<file path="config.mk">
export PLATFORM = sky130hd
export DESIGN_NAME = cpu_sram_like_bridge_flat
export DESIGN_NICKNAME = d
export VERILOG_FILES = /design/src/rtl/cpu_sram_like_bridge_pkg.sv /design/src/rtl/cpu_sram_like_bridge_if.sv /design/src/rtl/sram_like_req_port.sv /design/src/rtl/cpu_sram_like_bridge.sv /design/src/flat_wrapper.sv
export SDC_FILE = /design/constraint.sdc
export NUM_CORES = 1
export LEC_CHECK = 0
export ABC_AREA = 1
export BUFFER_PORTS_ARGS = -buffer_cell sky130_fd_sc_hd__buf_2
export CORE_MARGIN = 2
export CORE_UTILIZATION = 56
export CTS_CLUSTER_DIAMETER = 150
export DETAILED_ROUTE_END_ITERATION = 8
export PLACE_DENSITY = 0.86
export SETUP_SLACK_MARGIN = 0.05
export SYNTH_ARGS = -nofsm -noshare
export SYNTH_HDL_FRONTEND = slang
export SYNTH_SLANG_ARGS = --single-unit
</file>
<file path="constraint.sdc">
create_clock -name clk -period 6.18 [get_ports clk]
set_clock_uncertainty 0.05 [all_clocks]
set_input_delay 1.236 -clock clk [delete_from_list [all_inputs] [get_ports clk]]
set_output_delay 1.236 -clock clk [all_outputs]
set_load 0.01 [all_outputs]
</file>
<file path="src/rtl/cpu_sram_like_bridge_pkg.sv">
// cpu_sram_like_bridge_pkg: shared FSM states, bus size codes and strobe decoding
package cpu_sram_like_bridge_pkg;
  typedef enum logic [2:0] {IDLE, FIRST_REQ, FIRST_WAIT, SECOND_REQ, SECOND_WAIT, RELEASE} state_e;
  localparam logic [1:0] SZ_B = 2'd0;
  localparam logic [1:0] SZ_H = 2'd1;
  localparam logic [1:0] SZ_W = 2'd2;
  function automatic logic [1:0] wen_to_size(input logic [3:0] wen);
    return (wen == 4'b0011 || wen == 4'b1100) ? SZ_H : $onehot(wen) ? SZ_B : SZ_W;
  endfunction
endpackage

</file>
<file path="src/rtl/cpu_sram_like_bridge_if.sv">
// cpu_sram_like_bridge_if: shared SRAM-like request/acknowledge bus
interface cpu_sram_like_bridge_if #(parameter int ADDR_W = 32);
  logic              mem_req;
  logic              mem_wr;
  logic [1:0]        mem_size;
  logic [ADDR_W-1:0] mem_addr;
  logic [31:0]       mem_wdata;
  logic              mem_addr_ok;
  logic              mem_data_ok;
  logic [31:0]       mem_rdata;
  modport master(output mem_req, mem_wr, mem_size, mem_addr, mem_wdata, input mem_addr_ok, mem_data_ok, mem_rdata);
  modport slave(input mem_req, mem_wr, mem_size, mem_addr, mem_wdata, output mem_addr_ok, mem_data_ok, mem_rdata);
endinterface

</file>
<file path="src/rtl/sram_like_req_port.sv">
// sram_like_req_port: holds one access payload and runs its request/wait handshake
module sram_like_req_port
  import cpu_sram_like_bridge_pkg::*;
#(
  parameter int ADDR_W = 32
) (
  input  logic              clk,
  input  logic              resetn,
  input  logic              load,
  input  logic              ld_wr,
  input  logic [1:0]        ld_size,
  input  logic [ADDR_W-1:0] ld_addr,
  input  logic [31:0]       ld_wdata,
  input  logic              in_req,
  input  logic              in_wait,
  output logic              accepted,
  output logic              done,
  cpu_sram_like_bridge_if.master bus
);
  logic              wr_q, wr_d;
  logic [1:0]        size_q, size_d;
  logic [ADDR_W-1:0] addr_q, addr_d;
  logic [31:0]       wdata_q, wdata_d;
  always_comb begin
    wr_d     = load ? ld_wr : wr_q;
    size_d   = load ? ld_size : size_q;
    addr_d   = load ? ld_addr : addr_q;
    wdata_d  = load ? ld_wdata : wdata_q;
    accepted = in_req && bus.mem_addr_ok;
    done     = (accepted || in_wait) && bus.mem_data_ok;
  end
  always_ff @(posedge clk) begin
    if (!resetn) begin
      wr_q    <= 1'b0;
      size_q  <= SZ_W;
      addr_q  <= '0;
      wdata_q <= '0;
    end else begin
      wr_q    <= wr_d;
      size_q  <= size_d;
      addr_q  <= addr_d;
      wdata_q <= wdata_d;
    end
  end
  assign bus.mem_req   = in_req;
  assign bus.mem_wr    = wr_q;
  assign bus.mem_size  = size_q;
  assign bus.mem_addr  = addr_q;
  assign bus.mem_wdata = wdata_q;
endmodule

</file>
<file path="src/rtl/cpu_sram_like_bridge.sv">
// cpu_sram_like_bridge: serialises per-cycle inst/data SRAM accesses onto one SRAM-like bus,
// stalling the core until both complete and presenting read data in a one-cycle release.
module cpu_sram_like_bridge
  import cpu_sram_like_bridge_pkg::*;
#(
  parameter bit DATA_FIRST = 1'b1,
  parameter int ADDR_W     = 32
) (
  input  logic              clk,
  input  logic              resetn,
  input  logic              inst_sram_en,
  input  logic [ADDR_W-1:0] inst_sram_addr,
  output logic [31:0]       inst_sram_rdata,
  input  logic              data_sram_en,
  input  logic [3:0]        data_sram_wen,
  input  logic [ADDR_W-1:0] data_sram_addr,
  input  logic [31:0]       data_sram_wdata,
  output logic [31:0]       data_sram_rdata,
  output logic              cpu_stall,
  cpu_sram_like_bridge_if.master bus
);
  state_e            state_q, state_d;
  logic              i_en_q, i_en_d, d_en_q, d_en_d;
  logic [3:0]        d_wen_q, d_wen_d;
  logic [ADDR_W-1:0] i_addr_q, i_addr_d, d_addr_q, d_addr_d;
  logic [31:0]       d_wdata_q, d_wdata_d, i_rdata_q, i_rdata_d, d_rdata_q, d_rdata_d;
  logic              en_any, latch, first_en, second_en, in_req, in_wait, cur_data;
  logic              accepted, done, load, ld_data, ld_wr;
  logic [1:0]        ld_size;
  logic [ADDR_W-1:0] ld_addr;
  logic [31:0]       ld_wdata;
  assign en_any   = inst_sram_en | data_sram_en;
  assign in_req   = state_q == FIRST_REQ || state_q == SECOND_REQ;
  assign in_wait  = state_q == FIRST_WAIT || state_q == SECOND_WAIT;
  assign cur_data = (state_q == FIRST_REQ || state_q == FIRST_WAIT) == DATA_FIRST;
  always_comb begin
    latch     = state_q == IDLE && en_any;
    i_en_d    = latch ? inst_sram_en : i_en_q;
    i_addr_d  = latch ? inst_sram_addr : i_addr_q;
    d_en_d    = latch ? data_sram_en : d_en_q;
    d_wen_d   = latch ? data_sram_wen : d_wen_q;
    d_addr_d  = latch ? data_sram_addr : d_addr_q;
    d_wdata_d = latch ? data_sram_wdata : d_wdata_q;
    first_en  = DATA_FIRST ? d_en_d : i_en_d;
    second_en = DATA_FIRST ? i_en_d : d_en_d;
    state_d   = state_q;
    case (state_q)
      IDLE:                    state_d = en_any ? (first_en ? FIRST_REQ : SECOND_REQ) : IDLE;
      FIRST_REQ, FIRST_WAIT:   state_d = done ? (second_en ? SECOND_REQ : RELEASE) : accepted ? FIRST_WAIT : state_q;
      SECOND_REQ, SECOND_WAIT: state_d = done ? RELEASE : accepted ? SECOND_WAIT : state_q;
      default:                 state_d = IDLE;
    endcase
    // the payload port is reloaded on every entry to a request phase, from the latched (or just-latching) inputs
    load      = state_d != state_q && (state_d == FIRST_REQ || state_d == SECOND_REQ);
    ld_data   = (state_d == FIRST_REQ) == DATA_FIRST;
    ld_wr     = ld_data && |d_wen_d;
    ld_size   = ld_data ? wen_to_size(d_wen_d) : SZ_W;
    ld_addr   = ld_data ? d_addr_d : i_addr_d;
    ld_wdata  = ld_data ? d_wdata_d : 32'd0;
    i_rdata_d = done && !cur_data ? bus.mem_rdata : i_rdata_q;
    d_rdata_d = done && cur_data && d_wen_q == 4'd0 ? bus.mem_rdata : d_rdata_q;
    cpu_stall = resetn && state_q != RELEASE && (state_q != IDLE || en_any);
  end
  always_ff @(posedge clk) begin
    if (!resetn) begin
      state_q   <= IDLE;
      i_en_q    <= 1'b0;
      i_addr_q  <= '0;
      d_en_q    <= 1'b0;
      d_wen_q   <= 4'd0;
      d_addr_q  <= '0;
      d_wdata_q <= 32'd0;
      i_rdata_q <= 32'd0;
      d_rdata_q <= 32'd0;
    end else begin
      state_q   <= state_d;
      i_en_q    <= i_en_d;
      i_addr_q  <= i_addr_d;
      d_en_q    <= d_en_d;
      d_wen_q   <= d_wen_d;
      d_addr_q  <= d_addr_d;
      d_wdata_q <= d_wdata_d;
      i_rdata_q <= i_rdata_d;
      d_rdata_q <= d_rdata_d;
    end
  end
  assign inst_sram_rdata = i_rdata_q;
  assign data_sram_rdata = d_rdata_q;
  sram_like_req_port #(.ADDR_W(ADDR_W)) u_port (
    .clk      (clk),
    .resetn   (resetn),
    .load     (load),
    .ld_wr    (ld_wr),
    .ld_size  (ld_size),
    .ld_addr  (ld_addr),
    .ld_wdata (ld_wdata),
    .in_req   (in_req),
    .in_wait  (in_wait),
    .accepted (accepted),
    .done     (done),
    .bus      (bus)
  );
endmodule
</file>
<file path="src/flat_wrapper.sv">
// flat-port wrapper written by rule: the top's interface ports become plain ports
module cpu_sram_like_bridge_flat import cpu_sram_like_bridge_pkg::*;
#(
  parameter bit DATA_FIRST = 1'b1,
  parameter int ADDR_W     = 32
)
  (clk, resetn, inst_sram_en, inst_sram_addr, inst_sram_rdata, data_sram_en, data_sram_wen, data_sram_addr, data_sram_wdata, data_sram_rdata, cpu_stall, bus_mem_req, bus_mem_wr, bus_mem_size, bus_mem_addr, bus_mem_wdata, bus_mem_addr_ok, bus_mem_data_ok, bus_mem_rdata);
  cpu_sram_like_bridge_if #(.ADDR_W(ADDR_W)) bus_i ();
  input  logic clk;
  input  logic resetn;
  input  logic inst_sram_en;
  input  logic [ADDR_W-1:0] inst_sram_addr;
  output logic [31:0] inst_sram_rdata;
  input  logic data_sram_en;
  input  logic [3:0] data_sram_wen;
  input  logic [ADDR_W-1:0] data_sram_addr;
  input  logic [31:0] data_sram_wdata;
  output logic [31:0] data_sram_rdata;
  output logic cpu_stall;
  output wire logic [$bits(bus_i.mem_req)-1:0] bus_mem_req;
  output wire logic [$bits(bus_i.mem_wr)-1:0] bus_mem_wr;
  output wire logic [$bits(bus_i.mem_size)-1:0] bus_mem_size;
  output wire logic [$bits(bus_i.mem_addr)-1:0] bus_mem_addr;
  output wire logic [$bits(bus_i.mem_wdata)-1:0] bus_mem_wdata;
  input wire logic [$bits(bus_i.mem_addr_ok)-1:0] bus_mem_addr_ok;
  input wire logic [$bits(bus_i.mem_data_ok)-1:0] bus_mem_data_ok;
  input wire logic [$bits(bus_i.mem_rdata)-1:0] bus_mem_rdata;
  assign bus_mem_req = bus_i.mem_req;
  assign bus_mem_wr = bus_i.mem_wr;
  assign bus_mem_size = bus_i.mem_size;
  assign bus_mem_addr = bus_i.mem_addr;
  assign bus_mem_wdata = bus_i.mem_wdata;
  assign bus_i.mem_addr_ok = bus_mem_addr_ok;
  assign bus_i.mem_data_ok = bus_mem_data_ok;
  assign bus_i.mem_rdata = bus_mem_rdata;
  cpu_sram_like_bridge #(.DATA_FIRST(DATA_FIRST), .ADDR_W(ADDR_W)) u_core (.clk(clk), .resetn(resetn), .inst_sram_en(inst_sram_en), .inst_sram_addr(inst_sram_addr), .inst_sram_rdata(inst_sram_rdata), .data_sram_en(data_sram_en), .data_sram_wen(data_sram_wen), .data_sram_addr(data_sram_addr), .data_sram_wdata(data_sram_wdata), .data_sram_rdata(data_sram_rdata), .cpu_stall(cpu_stall), .bus(bus_i));
endmodule
</file>
; Word-level counts from Yosys, hierarchy flattened
; Index checks and enable logic that the tools add are counted.
[totals]
regBits = 236
input_bits = 138
word_cells = 71
[op_classes]
add_sub_neg = 3
eq_ne = 11
n_mux = 19
n_bitwise = 1
n_reduce_logical = 24
[ops]
columns = op, count
row1 = two-way mux 32 bit, 5
row2 = two-way mux 3 bit, 6
row3 = logical AND 1 bit, 10
row4 = "== test 3 x 1 -> 1 bit, second input constant", 3
row5 = "== test 3 x 2 -> 1 bit, second input constant", 3
row6 = case mux 3 bit (3 select lines), 1
row7 = two-way mux 2 bit, 4
row8 = logical OR 1 bit, 7
row9 = adder 1 x 1 -> 2 bit, 2
row10 = "== test 4 x 2 -> 1 bit, second input constant", 1
row11 = "== test 4 bit, second input constant", 1
row12 = logical NOT 4 bit, 1
row13 = two-way mux 4 bit, 1
row14 = OR reduction 2 bit, 2
row15 = OR reduction 4 bit, 1
row16 = adder 3 bit, 1
row17 = "== test 3 bit, second input constant", 1
row18 = logical NOT 3 bit, 1
row19 = != test 3 bit, 1
row20 = "!= test 3 bit, second input constant", 1
row21 = nonzero test 3 bit, 1
row22 = two-way mux 1 bit, 2
row23 = logical NOT 1 bit, 1
row24 = bitwise OR 1 bit, 1

; Longest topological paths before layout
[depth]
depth_word = 10
ltp_mapped = 17
mapped_depth_nobuf = 15

; Hierarchy
; Synthesis repeated with hierarchy kept, for this count alone.
[hier_totals]
cells_unflattened = 1331
hier_area_um2 = 9831.9
[modules_own_cells]
columns = mod, n_inst, cells_per_inst, area_per_inst_um2, seq_area_each_um2
row1 = cpu_sram_like_bridge, 1, 903, 7054.3, 3363.2
row2 = sram_like_req_port, 1, 428, 2777.7, 1341.3

; Worst setup path after synthesis
; No wires, ideal clock.
[synth_timing]
path_type = input -> register
from = input port data_sram_en
to = register u_core.u_port.size_q[1] (netlist: u_core.u_port.bus.mem_size[1])
setup_time_ns = 0.117
arrival_time_ns = 3.364
required_ns = 6.013
slack_ns = 2.649
stages = 16
n_path_buf = 2
path_cell_list = inv_1 -> nand2_1 -> nand2_2 -> inv_1 -> buf_2 -> buf_4 -> or2_2 -> o21ai_0 -> inv_1 -> ha_1 -> ha_1 -> inv_1 -> fa_1 -> a31oi_1 -> o21ai_1 -> nand2_1
[synth_between]
elab_chain_len = 9
elab_cells_between_ends = 25
classes_between = 3 x add/sub / 6 x eq/ne / 11 x mux / 1 x bitwise / 4 x reduce/logical
[synth_rtl]
columns = item, line_no
row1 = from (decl), flat_wrapper.sv:14  ; input logic data_sram_en;
row2 = bitwise OR 1 bit (*), cpu_sram_like_bridge.sv:32  ; assign en_any = inst_sram_en | data_sram_en;
row3 = logical AND 1 bit (*), cpu_sram_like_bridge.sv:37  ; latch = state_q == IDLE && en_any;
row4 = two-way mux 4 bit (*), cpu_sram_like_bridge.sv:41  ; d_wen_d = latch ? data_sram_wen : d_wen_q;
row5 = named net u_core.d_wen_d[2], cpu_sram_like_bridge.sv:24  ; logic [3:0] d_wen_q, d_wen_d;
row6 = adder 1 x 1 -> 2 bit (implied by the code), cpu_sram_like_bridge_pkg.sv:8  ; return (wen == 4'b0011 || wen == 4'b1100) ? SZ_H : $onehot(wen) ? SZ_B : SZ_W;
row7 = adder 3 bit (implied by the code), cpu_sram_like_bridge_pkg.sv:8
row8 = == test 3 x 1 -> 1 bit, cpu_sram_like_bridge_pkg.sv:8
row9 = two-way mux 2 bit, cpu_sram_like_bridge_pkg.sv:8
row10 = two-way mux 2 bit (*), cpu_sram_like_bridge_pkg.sv:8
row11 = two-way mux 2 bit (*), cpu_sram_like_bridge.sv:57  ; ld_size = ld_data ? wen_to_size(d_wen_d) : SZ_W;
row12 = to (signal assigned), sram_like_req_port.sv:40  ; size_q <= size_d;
row13 = to (decl), sram_like_req_port.sv:21  ; logic [1:0] size_q, size_d;
; Mark *: on every way through the listed nets, which the timed path passes. The rest lies on a longest branch.
; A chain may end at the register's enable or synchronous reset.

; Worst setup path after layout
; Same ends and word-level chain as after synthesis.

==> results.yml <==
drt:
  drcViolationCount: 0
  vias_per_cell: 5.06
  num_vias: 8506
  antenna_left: 0
  drtIter0Drc: 523
  wire_per_inst_um: 14.4
  firstDrtPassIters: 5
  finalWirelength_mm: 24.2
synth:
  netlist_instances: 1220
  ys_warn_count: 0
  seq_area_frac_synth_pct: 51.1
  yosysUniqueCellTypes: 30
  syn_area_mm2: 0.00920
  synth_nets: 1364
  ys_seq_elements: 235
  synth_top_cell_by_area: "dfxtp_1"
  yosysTopAreaCellShare_pct: 51.1
  ys_top_cells_by_area: "dfxtp_1 (51%), nand2_1 (10%), nor2_1 (9.7%)"
  syn-mean-instance-area_um2: 7.54
die:
  core_mm2: 0.0160
  ios: 271
  start_util_pct: 57.5
  die_width_um: 132
  row_count: 46
  die-area_mm2: 0.0175
  die_y_um: 132
final_layout:
  final_cells: 1682
  fillerInstances: 1260
  drive_gt1_share_pct: 25.3
  final_common_cell: "buf_2"
  fin_nets: 1591
  area_delta_synth_final_pct: 23.9
  most-common-layout-cells: "buf_2 (270), nand2_1 (251), nor2_1 (237)"
timing:
  hold_slack_ps: 393
  hold_viol: 0
  finalCritPeriodShare_pct: 65.3
  drv_slew: 0
  fin_setup_tns_ps: 0
  slew_headroom_pct: 26.7
  fmax_ghz: 0.248
  tightestPinTransition_ps: 1100
  rsz0062_at_grt: "false"
  fin_crit_ps: 4040
  finalSetupViolCount: 0
cts:
  clock_sinks: 235
  cts_tree: "done"
  clk-insertion-delay-late_ps: 510
  post_cts_buffers: 0
  cts-root-buf: "clkbuf_16"
  numCtsBuffers: 24
  cts_hold_buf: 0
  clkSlewWorstSetupHoldPaths_ps: 60
  cts-htree-levels: 1
  clk_path_buf_depth: 3
  cts_resized: 0
grt:
  top_usage_layer: "met2"
  globalRouteMet1Util_pct: 33.5
  grt_start_max_net_pins: 88
  grt_use_total_pct: 26.6
  grtUsageMet3_pct: 5.19
  antenna_found_initial: 1
  gr-usage-met2_pct: 45.2
  grt_pass1_wl_mm: 38.6
  grt_pass1_vias: 7892
  grt-ovfl-total: 0
critical_path:
  regToRegStartpoint: "u_core.state_q[0]$_SDFF_PN0_"
  critPathMaxFanout: 66
  rr_endpoint: "u_core.u_port.bus.mem_size[1]$_SDFFE_PN1P_"
  path_cells: "buf_2 > inv_1 > nand2_1 > nand2_4 > inv_2 > or2_2 > o21ai_0 > inv_1 > ha_1 > ha_1 > inv_1 > fa_1 > a31oi_1 > o21ai_1 > nand2_1"
  crit_arrival_ps: 4440
  crit_path_end_kind: "flop"
  path_common_cell: "inv_1"
  r2r_slack_ps: 2400
  cp-startpoint: "data_sram_en"
  max_stage_delay_ps: 550
  reg2reg_depth: 15
  crit_required_ps: 6580
  slowest_stage: "inv_2"
  path_class: "in -> reg"
  critPathLaunchType: "input port"
worst_hold_path:
  hold_path.startpoint: "u_core.inst_sram_rdata[10]$_SDFFE_PN0P_"
  min_to: "u_core.inst_sram_rdata[10]$_SDFFE_PN0P_"
  hold_depth: 2
  hp-class: "reg -> reg"
pwr:
  peakVddDrop_mv: 0.258
  p_leak_uw: 0.00569
  p_seq_share_pct: 37.6
  clkPwrFrac_pct: 30.2
  p_sw_uw: 1860
  p_int_uw: 3500
  pwr-share-comb_pct: 32.2
  p_per_area_mw_per_mm2: 470
  total_power_uw: 5360
  switching_share_pct: 34.7
placement:
  io_buffer_count: 270
  gp_congestion: 0.832
  placed_cells: 1637
  dpl.hpwl_mm: 16.0
flow_run:
  drv_cap: 0
run_status:
  outcome: "finished clean"
==> per-stage QoR <==
step                utilization (%)  setup WS, ps  instance area, um2
global placement               65.6          1690               10500
floorplan                         -          2650                9200
CTS                            71.2          2160               11400
global route                   71.3          1840               11400
detailed placement             65.6          1650               10500
finish                         71.3          2140               11400
==> cells in the mapped netlist (all sizes together) <==
| cell type | n |
|---|---|
| dfxtp | 235 |
| or2 | 34 |
| buf | 34 |
| inv | 109 |
| nand2 | 258 |
| nor3 | 2 |
| o21ai | 113 |
| nand3 | 12 |
| a31oi | 1 |
| ha | 5 |
| a21oi | 101 |
| mux2i | 32 |
| a22o | 1 |
| fa | 1 |
| nor4 | 1 |
| a311oi | 1 |
| clkbuf | 40 |
| nor2 | 240 |
==> final cells by class <==
type / count / area (um2) / area share [%]
well taps: 216 / 270 / 2.37
multi-input cells: 802 / 3720 / 32.7
repair buffers: 275 / 1390 / 12.2
clock inverters: 13 / 221 / 1.94
diodes: 1 / 2.50 / 0.0219
inverters: 109 / 410 / 3.60
flip-flops and latches: 235 / 4700 / 41.3
clock buffers: 31 / 678 / 5.95
==> kinds of logic (layout without fill, tap and decap cells) <==
kind of cell | Yosys count | in the layout | synth area share (%)
AOI/OAI and AO/OA | 217 | 217 | 11.9
adders and majority gates | 6 | 6 | 0.897
buffers and inverters | 183 | 428 | 8.61
DFF | 235 | 235 | 51.1
muxes | 32 | 32 | 3.48
other | 0 | 1 | 0
and+or+nand+nor | 547 | 547 | 23.9
==> flip-flops by register name (all words and copies together) (netlist names) <==
| name | flops |
|---|---|
| u_core.d_addr_q | 32 |
| u_core.d_wdata_q | 32 |
| u_core.data_sram_rdata | 32 |
| u_core.i_addr_q | 32 |
| u_core.inst_sram_rdata | 32 |
| u_core.u_port.bus.mem_addr | 32 |
| u_core.u_port.bus.mem_wdata | 32 |
| u_core.d_wen_q | 4 |
| u_core.state_q | 3 |
| u_core.u_port.bus.mem_size | 2 |
| u_core.i_en_q | 1 |
| u_core.u_port.bus.mem_wr | 1 |
==> critical path, delay by kind of cell <==
family | cells | cell delay, ps
and+or+nand+nor | 4 | 1030
adders and majority gates | 3 | 900
AOI/OAI and AO/OA | 3 | 350
buffers and inverters | 5 | 890
==> power by group through the flow <==
stage | registers [uW] | clock network, uW | logic (uW)
6_report | 2020 | 1620 | 1730
5_1_grt | 2050 | 1710 | 1940
4_1_cts | 2020 | 1640 | 1730
3_5_place_dp | 2050 | 0 | 1710
3_3_place_gp | 2030 | 0 | 1670
2_1_floorplan | 2130 | 0 | 1130
==> worst max-delay path by stage <==
stage | slack [ps] | end | cells after the start
floorplan | 2650 | u_core.u_port.bus.mem_size[1]$_SDFFE_PN1P_ | 16
detailed placement | 1650 | u_core.u_port.bus.mem_size[1]$_SDFFE_PN1P_ | 15
finish | 2140 | u_core.u_port.bus.mem_size[1]$_SDFFE_PN1P_ | 15
global route | 1840 | u_core.u_port.bus.mem_size[1]$_SDFFE_PN1P_ | 15
CTS | 2160 | u_core.u_port.bus.mem_size[1]$_SDFFE_PN1P_ | 15
global placement | 1690 | u_core.u_port.bus.mem_size[1]$_SDFFE_PN1P_ | 15
==> routing by layer <==
layer	vias up	wire [um]
met5	-	0
met4	0	822
met3	62	1750
met2	337	11400
met1	3852	10200
li1	4255	-
(Power assumes the default switching activity.)
